`src/rtl/tour_cmd_if.sv`:
```
// Command path between the UART wrapper, the tour replay block and cmd_proc.
// The slave modport is the replay block's view of that path.
interface tour_cmd_if;
    logic [15:0] cmd_UART;
    logic        cmd_rdy_UART;
    logic [15:0] cmd;
    logic        cmd_rdy;
    logic        clr_cmd_rdy;
    logic        send_resp;
    logic [7:0]  resp;

    modport slave (
        input  cmd_UART, cmd_rdy_UART, clr_cmd_rdy, send_resp,
        output cmd, cmd_rdy, resp
    );

    modport master (
        output cmd_UART, cmd_rdy_UART, clr_cmd_rdy, send_resp,
        input  cmd, cmd_rdy, resp
    );
endinterface

```
`src/rtl/tour_cmd.sv`:
```
// Knight-tour replay: passes UART commands through when idle, otherwise splits each
// stored one-hot knight move into two straight-line legs. Option macro: TOUR_FANFARE_EN.
module tour_cmd #(
    parameter int NUM_MOVES = 24,
    parameter int IDX_W     = 5
) (
    input  logic             clk,
    input  logic             rst,
    input  logic             start_tour,
    input  logic [7:0]       move,
    output logic [IDX_W-1:0] mv_indx,
    tour_cmd_if.slave        bus
);

    typedef enum logic [2:0] {
        IDLE  = 3'd0,
        MOVE1 = 3'd1,
        WAIT1 = 3'd2,
        MOVE2 = 3'd3,
        WAIT2 = 3'd4
    } state_t;

    localparam logic [IDX_W-1:0] LAST_IDX  = IDX_W'(NUM_MOVES - 1);
    localparam logic [7:0]       RESP_DONE = 8'hA5;
    localparam logic [7:0]       RESP_BUSY = 8'h5A;

`ifdef TOUR_FANFARE_EN
    localparam logic [3:0] LEG2_OP = 4'h5;
`else
    localparam logic [3:0] LEG2_OP = 4'h4;
`endif

    // First leg is the two-square run; anything not one-hot becomes a zero-length move.
    function automatic logic [15:0] leg1(input logic [7:0] m);
        logic [15:0] c;
        case (m)
            8'h01:   c = 16'h4002;
            8'h02:   c = 16'h4002;
            8'h04:   c = 16'h43F2;
            8'h08:   c = 16'h43F2;
            8'h10:   c = 16'h47F2;
            8'h20:   c = 16'h47F2;
            8'h40:   c = 16'h4BF2;
            8'h80:   c = 16'h4BF2;
            default: c = 16'h4000;
        endcase
        return c;
    endfunction

    // Second leg is the single-square sidestep, carrying the optional fanfare opcode.
    function automatic logic [15:0] leg2(input logic [7:0] m);
        logic [15:0] c;
        case (m)
            8'h01:   c = {LEG2_OP, 12'hBF1};
            8'h02:   c = {LEG2_OP, 12'h3F1};
            8'h04:   c = {LEG2_OP, 12'h001};
            8'h08:   c = {LEG2_OP, 12'h7F1};
            8'h10:   c = {LEG2_OP, 12'h3F1};
            8'h20:   c = {LEG2_OP, 12'hBF1};
            8'h40:   c = {LEG2_OP, 12'h7F1};
            8'h80:   c = {LEG2_OP, 12'h001};
            default: c = 16'h4000;
        endcase
        return c;
    endfunction

    state_t           state_q, state_d;
    logic [IDX_W-1:0] idx_q, idx_d;
    logic [15:0]      cmd_s;
    logic             cmd_rdy_s;
    logic [7:0]       resp_s;

    // State and move-index registers; reset aborts any tour in progress.
    always_ff @(posedge clk) begin
        if (rst) begin
            state_q <= IDLE;
            idx_q   <= '0;
        end else begin
            state_q <= state_d;
            idx_q   <= idx_d;
        end
    end

    // Next-state logic and command mux; the WAIT states hold the leg while cmd_proc executes it.
    always_comb begin
        state_d   = state_q;
        idx_d     = idx_q;
        cmd_s     = leg1(move);
        cmd_rdy_s = 1'b0;
        resp_s    = RESP_BUSY;
        case (state_q)
            IDLE: begin
                cmd_s     = bus.cmd_UART;
                cmd_rdy_s = bus.cmd_rdy_UART;
                resp_s    = RESP_DONE;
                if (start_tour) begin
                    idx_d   = '0;
                    state_d = MOVE1;
                end else begin
                    state_d = IDLE;
                end
            end
            MOVE1: begin
                cmd_rdy_s = 1'b1;
                if (bus.clr_cmd_rdy) begin
                    state_d = WAIT1;
                end else begin
                    state_d = MOVE1;
                end
            end
            WAIT1: begin
                if (bus.send_resp) begin
                    state_d = MOVE2;
                end else begin
                    state_d = WAIT1;
                end
            end
            MOVE2: begin
                cmd_s     = leg2(move);
                cmd_rdy_s = 1'b1;
                if (bus.clr_cmd_rdy) begin
                    state_d = WAIT2;
                end else begin
                    state_d = MOVE2;
                end
            end
            WAIT2: begin
                cmd_s = leg2(move);
                if (idx_q == LAST_IDX) begin
                    resp_s = RESP_DONE;
                end else begin
                    resp_s = RESP_BUSY;
                end
                if (bus.send_resp && (idx_q == LAST_IDX)) begin
                    state_d = IDLE;
                end else if (bus.send_resp) begin
                    idx_d   = idx_q + {{(IDX_W-1){1'b0}}, 1'b1};
                    state_d = MOVE1;
                end else begin
                    state_d = WAIT2;
                end
            end
            default: begin
                state_d = IDLE;
                idx_d   = '0;
            end
        endcase
    end

    assign bus.cmd     = cmd_s;
    assign bus.cmd_rdy = cmd_rdy_s;
    assign bus.resp    = resp_s;
    assign mv_indx     = idx_q;

endmodule

```
`src/flat_wrapper.sv`:
```
// flat-port wrapper written by rule: the top's interface ports become plain ports
module tour_cmd_flat 
#(
    parameter int NUM_MOVES = 24,
    parameter int IDX_W     = 5
)
  (clk, rst, start_tour, move, mv_indx, bus_cmd_UART, bus_cmd_rdy_UART, bus_clr_cmd_rdy, bus_send_resp, bus_cmd, bus_cmd_rdy, bus_resp);
  tour_cmd_if bus_i ();
  input  logic clk;
  input  logic rst;
  input  logic start_tour;
  input  logic [7:0] move;
  output logic [IDX_W-1:0] mv_indx;
  input wire logic [$bits(bus_i.cmd_UART)-1:0] bus_cmd_UART;
  input wire logic [$bits(bus_i.cmd_rdy_UART)-1:0] bus_cmd_rdy_UART;
  input wire logic [$bits(bus_i.clr_cmd_rdy)-1:0] bus_clr_cmd_rdy;
  input wire logic [$bits(bus_i.send_resp)-1:0] bus_send_resp;
  output wire logic [$bits(bus_i.cmd)-1:0] bus_cmd;
  output wire logic [$bits(bus_i.cmd_rdy)-1:0] bus_cmd_rdy;
  output wire logic [$bits(bus_i.resp)-1:0] bus_resp;
  assign bus_i.cmd_UART = bus_cmd_UART;
  assign bus_i.cmd_rdy_UART = bus_cmd_rdy_UART;
  assign bus_i.clr_cmd_rdy = bus_clr_cmd_rdy;
  assign bus_i.send_resp = bus_send_resp;
  assign bus_cmd = bus_i.cmd;
  assign bus_cmd_rdy = bus_i.cmd_rdy;
  assign bus_resp = bus_i.resp;
  tour_cmd #(.NUM_MOVES(NUM_MOVES), .IDX_W(IDX_W)) u_core (.clk(clk), .rst(rst), .start_tour(start_tour), .move(move), .mv_indx(mv_indx), .bus(bus_i));
endmodule
```
`config.mk`:
```
export PLATFORM = sky130hd
export DESIGN_NAME = tour_cmd_flat
export DESIGN_NICKNAME = d
export VERILOG_FILES = /design/src/rtl/tour_cmd_if.sv /design/src/rtl/tour_cmd.sv /design/src/flat_wrapper.sv
export SDC_FILE = /design/constraint.sdc
export NUM_CORES = 1
export LEC_CHECK = 0
export ABC_AREA = 0
export CAP_MARGIN = 0
export CORE_ASPECT_RATIO = 0.75
export CORE_UTILIZATION = 36
export CTS_CLUSTER_DIAMETER = 60
export DETAILED_ROUTE_END_ITERATION = 7
export GPL_TIMING_DRIVEN = 0
export PLACE_DENSITY = 0.88
export SLEW_MARGIN = 40
export SYNTH_ARGS = -nofsm -noshare
export SYNTH_HDL_FRONTEND = slang
export SYNTH_SLANG_ARGS = --single-unit
```
`constraint.sdc`:
```
create_clock -name clk -period 2.7 [get_ports clk]
set_input_delay 0.405 -clock clk [delete_from_list [all_inputs] [get_ports clk]]
set_output_delay 0.405 -clock clk [all_outputs]
set_load 0.03 [all_outputs]
```
==> flow_summary.yaml, run 1 <==
die:
  core_area_um2: 2350
  dieArea_um2: 2740
  num_io_pins: 60
  start_util_pct: 38.8
  die_w_um: 60.1
  die_h_um: 45.6
  core.rowCount: 15
synth:
  synthArstFlopShare_pct: 0
  netlist_instances: 124
  ys.flop_type: "dfxtp_1"
  syn-num-nets: 155
  synth.distinct_cells: 42
  synthTopCellsByArea: "dfxtp_1 (18%), nand2_1 (6.2%), o211ai_1 (5.8%), a21oi_1 (4.9%), buf_4 (4.9%)"
  yosysWarningCount: 0
  synth_seq_cells: 8
  yosysTopAreaCellShare_pct: 17.6
  syn-cell-area_um2: 911
  syn_area_per_cell_um2: 7.35
  synth_top_area_cell: "dfxtp_1"
  synth_seq_area_share_pct: 17.6
  synth_edf_count: 0
critical_path:
  path_class: "input pin to output port"
  cp_top_family: "simple AND/OR/NAND/NOR gates"
  cp_common_cell: "or4_4"
  end_kind: "output port"
  worst_setup_path_start_kind: "input pin"
  critPathRequiredTime_ns: 2.30
  cp_max_fo: 5
  crit_path_max_incr_delay_ns: 0.56
  worst-path-buf-inv: 2
  slowest_stage: "or4_4"
  worstPathArrival_ns: 2.25
  path_cells: "clkdlybuf4s15_2, or4_4, or4_4, a31oi_1, o221a_1, buf_4"
timing:
  slew_violations: 0
  setup_slack_ns: 0.0458
  skew_ns: 0.00907
  rsz0062_at_grt: "no"
  finalHoldViolations: 0
  slew_headroom_pct: 61.0
  min_period_over_period_pct: 98.3
  post-route-min-period_ns: 2.65
  fmax_mhz: 377
  finalSetupViolCount: 0
  worst_pin_slew_ns: 0.584
  tns_ns: 0
  fin_hold_ws_ns: 0.477
power_and_ir_drop:
  ir_worst_vdd_uv: 176
  power_density_nw_per_um2: 382
  p_leak_nw: 0.643
min_path:
  holdCritPathClass: "input pin to register"
grt:
  grt_max_degree: 11
  grt-ovfl-total: 0
  grtUsageTotal_pct: 21.2
  grt_pass1_wl_um: 4290
  grt_pass1_vias: 977
  antenna_found_initial: 0
clock_tree:
  tritoncts: "built"
  cts_buffers: 3
  clock_latency_ns: 0.27
  ctsLongestPathBuffers: 2
  h-tree-depth: 1
  cts_setup_buffers: 0
  numClockSinks: 8
  clkTransAtPathRegs_ns: 0.06
  clock-root-buffer: "clkbuf_4"
  cts_hold_buf: 0
run:
  maxCapViolCount: 0
placed_design:
  io_buffers: 57
  gp_congestion: 0.772
  dpl.hpwl_um: 2390
  pre_cts_slack_ns: -0.744
route:
  via_count: 1160
  routed_wl_um: 2980
  drt_iter0_markers: 56
  wire_per_inst_um: 13.7
  drtAntennaViolNets: 0
  dr.pass1.iters: 4
  drcViolationCount: 0
  vias_per_cell: 5.32
layout:
  n_fill_cell: 190
  drive_above_1_share_pct: 20.7
  final_cell_mix: "clkdlybuf4s50_1 (33), nand2_1 (15), buf_2 (9), a21oi_1 (9)"
  nets: 217
  layout_commonest_cell: "clkdlybuf4s50_1"
  antennaDiodeCount: 0
  area_growth_syn_to_layout_pct: 70.3
outcome:
  status: "completed"
## final timing paths
| path | endpoint | cells after the start | start | slack (ns) |
|---|---|---|---|---|
| setup / recovery | bus_cmd[11] | 6 | move[2] | 0.05 |
| hold / removal | u_core.state_q[2] | 2 | rst | 0.48 |
| hold reg to reg | u_core.mv_indx[4] | 1 | u_core.mv_indx[4] | 0.51 |
| setup reg to reg | u_core.mv_indx[3] | 5 | u_core.state_q[1] | 0.92 |
## kinds of logic after synthesis
kind of cell / synth area share [%]
AOI/OAI and AO/OA: 28.8
and+or+nand+nor: 31.0
adders and majority gates: 1.37
xor gates and xnor gates: 7.69
DFF: 17.6
muxes: 1.24
buffers and inverters: 12.2
## timing repair
item                       CTS  global route
setup endpoints to repair   16            16
resized for setup           67            13
pin swaps                    1             3
## where the power goes
part / switching [mW] / total, mW / internal [mW]
sequential: 0.00236 / 0.124 / 0.121
combinational: 0.211 / 0.370 / 0.159
clock: 0.0477 / 0.0991 / 0.0513
## cells in the mapped netlist, drive strengths merged (3+ instances only)
cell / instances
nand2: 15
a21oi: 9
buf: 9
o21ai: 9
dfxtp: 8
o211ai: 7
nor2: 6
and2: 5
xnor2: 5
inv: 4
nor3: 4
a22oi: 3
clkbuf: 3
nand2b: 3
nand3: 3
nand4b: 3
or4: 3
xor2: 3
## metrics by stage
step | instances | total power [mW] | instance area (µm²) | utilization, %
6_report | 218 | 0.593 | 1550 | 66.1
5_1_grt | 218 | 0.624 | 1550 | 66.1
4_1_cts | 218 | 0.594 | 1520 | 65.0
3_5_place_dp | 215 | 0.516 | 1520 | 65.0
3_3_place_gp | 215 | 0.506 | 1520 | 65.0
2_1_floorplan | 124 | 0.350 | 911 | -
## sequential cells by signal, summed over array words and instances, names as in the netlist
signal and count:
u_core.mv_indx 5, u_core.state_q 3
## routing by layer
| layer | up-vias | track usage (%) | wire length, µm |
|---|---|---|---|
| met5 | - | 0 | 0 |
| li1 | 578 | - | - |
| met1 | 520 | 26.9 | 1260 |
| met3 | 10 | 4.55 | 207 |
| met2 | 52 | 35.1 | 1440 |
| met4 | 0 | 8.37 | 75 |
## worst reg2reg max path, stage by stage (launching register included)
cell	delay [ns]
dfxtp_1	0.31
clkbuf_8	0.16
nor3b_1	0.50
and3_1	0.31
a41oi_1	0.13
a311oi_1	0.27
## final cells by class
cell class	count	area (µm²)	area share [%]
Multi-Input combinational cell	100	677	43.6
Timing Repair Buffer	57	537	34.6
Sequential cell	8	160	10.3
Buffer	12	97.6	6.29
Tap cell	34	42.5	2.74
Clock buffer	3	22.5	1.45
Inverter	4	15.0	0.968
(Power assumes the default switching activity.)
==> run 2: changes to the inputs <==
Settings changed: CORE_ASPECT_RATIO 0.75 to 1.5, CTS_CLUSTER_SIZE set to 24.
==> run 2 against run 1 <==
Core utilization decreased by 2.4 points. Non-clock buffer count unchanged. Register-to-register slack is essentially flat. Worst setup slack better by 0.045 ns. Wire length fell by 6.4%. Clock power down 1%. Die area hardly changed. Power up 0.22%. Final cell count down 4.6%. Largest power group unchanged. Cell area is 0.48% lower.
==> flow_summary.yaml, run 2 (synthesis results as in run 1) <==
outcome:
  status: "completed"
critical_path:
  critPathRequiredTime_ns: 2.30
  cp_max_fo: 5
  path_cells: "clkdlybuf4s15_2, or4_4, or4_4, a31oi_1, o221a_1, buf_6"
  cp_common_cell: "or4_4"
  crit_path_max_incr_delay_ns: 0.55
  path_class: "input pin to output port"
  slowest_stage: "or4_4"
  worst_setup_path_start_kind: "input pin"
  worstPathArrival_ns: 2.20
  end_kind: "output port"
  cp_top_family: "simple AND/OR/NAND/NOR gates"
  worst-path-buf-inv: 2
clock_tree:
  clock_latency_ns: 0.27
  ctsLongestPathBuffers: 2
  tritoncts: "built"
  clock-root-buffer: "clkbuf_4"
  cts_setup_buffers: 0
  cts_buffers: 3
  numClockSinks: 8
  clkTransAtPathRegs_ns: 0.05
  h-tree-depth: 1
route:
  drt_iter0_markers: 30
  drcViolationCount: 0
  drtAntennaViolNets: 0
  dr.pass1.iters: 4
  wire_per_inst_um: 13.4
  vias_per_cell: 5.50
  routed_wl_um: 2790
  via_count: 1143
grt:
  grtUsageTotal_pct: 22.0
  grt-ovfl-total: 0
  grt_max_degree: 11
  grt_pass1_wl_um: 4790
  grt_pass1_vias: 1128
  antenna_found_initial: 0
placed_design:
  pre_cts_slack_ns: -0.734
  dpl.hpwl_um: 2180
  gp_congestion: 0.877
  dp_cells: 205
  io_buffers: 57
layout:
  final_cell_mix: "clkdlybuf4s50_1 (36), nand2_1 (15), a21oi_1 (9)"
  largest_reg_flops: 5
  n_fill_cell: 229
  nets: 217
  area_growth_syn_to_layout_pct: 69.5
  drive_above_1_share_pct: 20.7
  multiInputGateArea_um2: 677
  ff_latch_area_um2: 160
  antennaDiodeCount: 0
  final_util_pct: 63.7
  layout_commonest_cell: "clkdlybuf4s50_1"
  layoutNonFillerInstCount: 208
power_and_ir_drop:
  p_leak_nw: 0.610
  power_density_nw_per_um2: 385
  ir_worst_vdd_uv: 252
timing:
  slew_violations: 0
  skew_ns: 0.000193
  min_period_over_period_pct: 96.6
  post-route-min-period_ns: 2.61
  fmax_mhz: 383
  finalHoldViolations: 0
  worst_pin_slew_ns: 0.605
  fin_hold_ws_ns: 0.482
  slew_headroom_pct: 59.6
  finalSetupViolCount: 0
  rsz0062_at_grt: "no"
  setup_slack_ns: 0.0909
die:
  dieArea_um2: 2740
  core_area_um2: 2420
  start_util_pct: 37.6
  core.rowCount: 22
  die_w_um: 43.1
  num_io_pins: 60
  die_h_um: 63.6
min_path:
  holdCritPathClass: "input pin to register"
run:
  maxCapViolCount: 0
==> run 2: changes by cell type in the layout (fill, tap and decap cells not counted), sizes merged <==
cell	before	now
clkdlybuf4s15	1	2
dlymetal6s2s	8	5
clkdlybuf4s50	33	36
clkbuf	8	7
==> run 2: path summary, 6_finish.rpt <==
path	start	end	slack, ns	cells after the start
setup / recovery	move[2]	bus_cmd[11]	0.09	6
hold / removal	rst	u_core.state_q[2]	0.48	2
hold reg to reg	u_core.mv_indx[4]	u_core.mv_indx[4]	0.54	1
setup reg to reg	u_core.state_q[1]	u_core.mv_indx[3]	0.91	5
==> run 2: metrics by stage <==
step	setup TNS, ns	cell area [µm²]	total power, mW
2_1_floorplan	0	911	0.350
3_3_place_gp	-5.79	1510	0.507
3_5_place_dp	-6.22	1510	0.512
4_1_cts	-0.00419	1520	0.598
5_1_grt	0	1540	0.634
6_report	0	1540	0.594
==> run 2: final cells by class <==
cell class                 count  area share (%)
multi-input combinational    100            43.8
timing repair buffer          57            35.1
sequential                     8            10.4
buffer                        12            6.32
tap                           24            1.94
clock buffer                   3            1.46
inverter                       4           0.972
==> run 2: routing by layer <==
layer / share of wire, % / vias to the layer above / GRT usage [%]
met4: 1.6 / 0 / 13.3
met2: 57 / 46 / 38.8
met1: 37 / 513 / 23.8
met3: 4.2 / 3 / 3.15
met5: 0 / - / 0
li1: - / 581 / -
==> run 2: timing repair <==
item                                    CTS  global route
gates resized for setup                  67            13
hold buffers                              0             0
pin swaps                                 1             4
endpoints found under the setup margin   16            17
==> run 2: report_power, final <==
part           leakage (nW)  internal (mW)  switching, mW  total [mW]
Combinational         0.531          0.164          0.209       0.373
Clock                0.0138         0.0512         0.0466      0.0979
Sequential           0.0649          0.121        0.00221       0.124
Total                 0.610          0.337          0.258       0.594
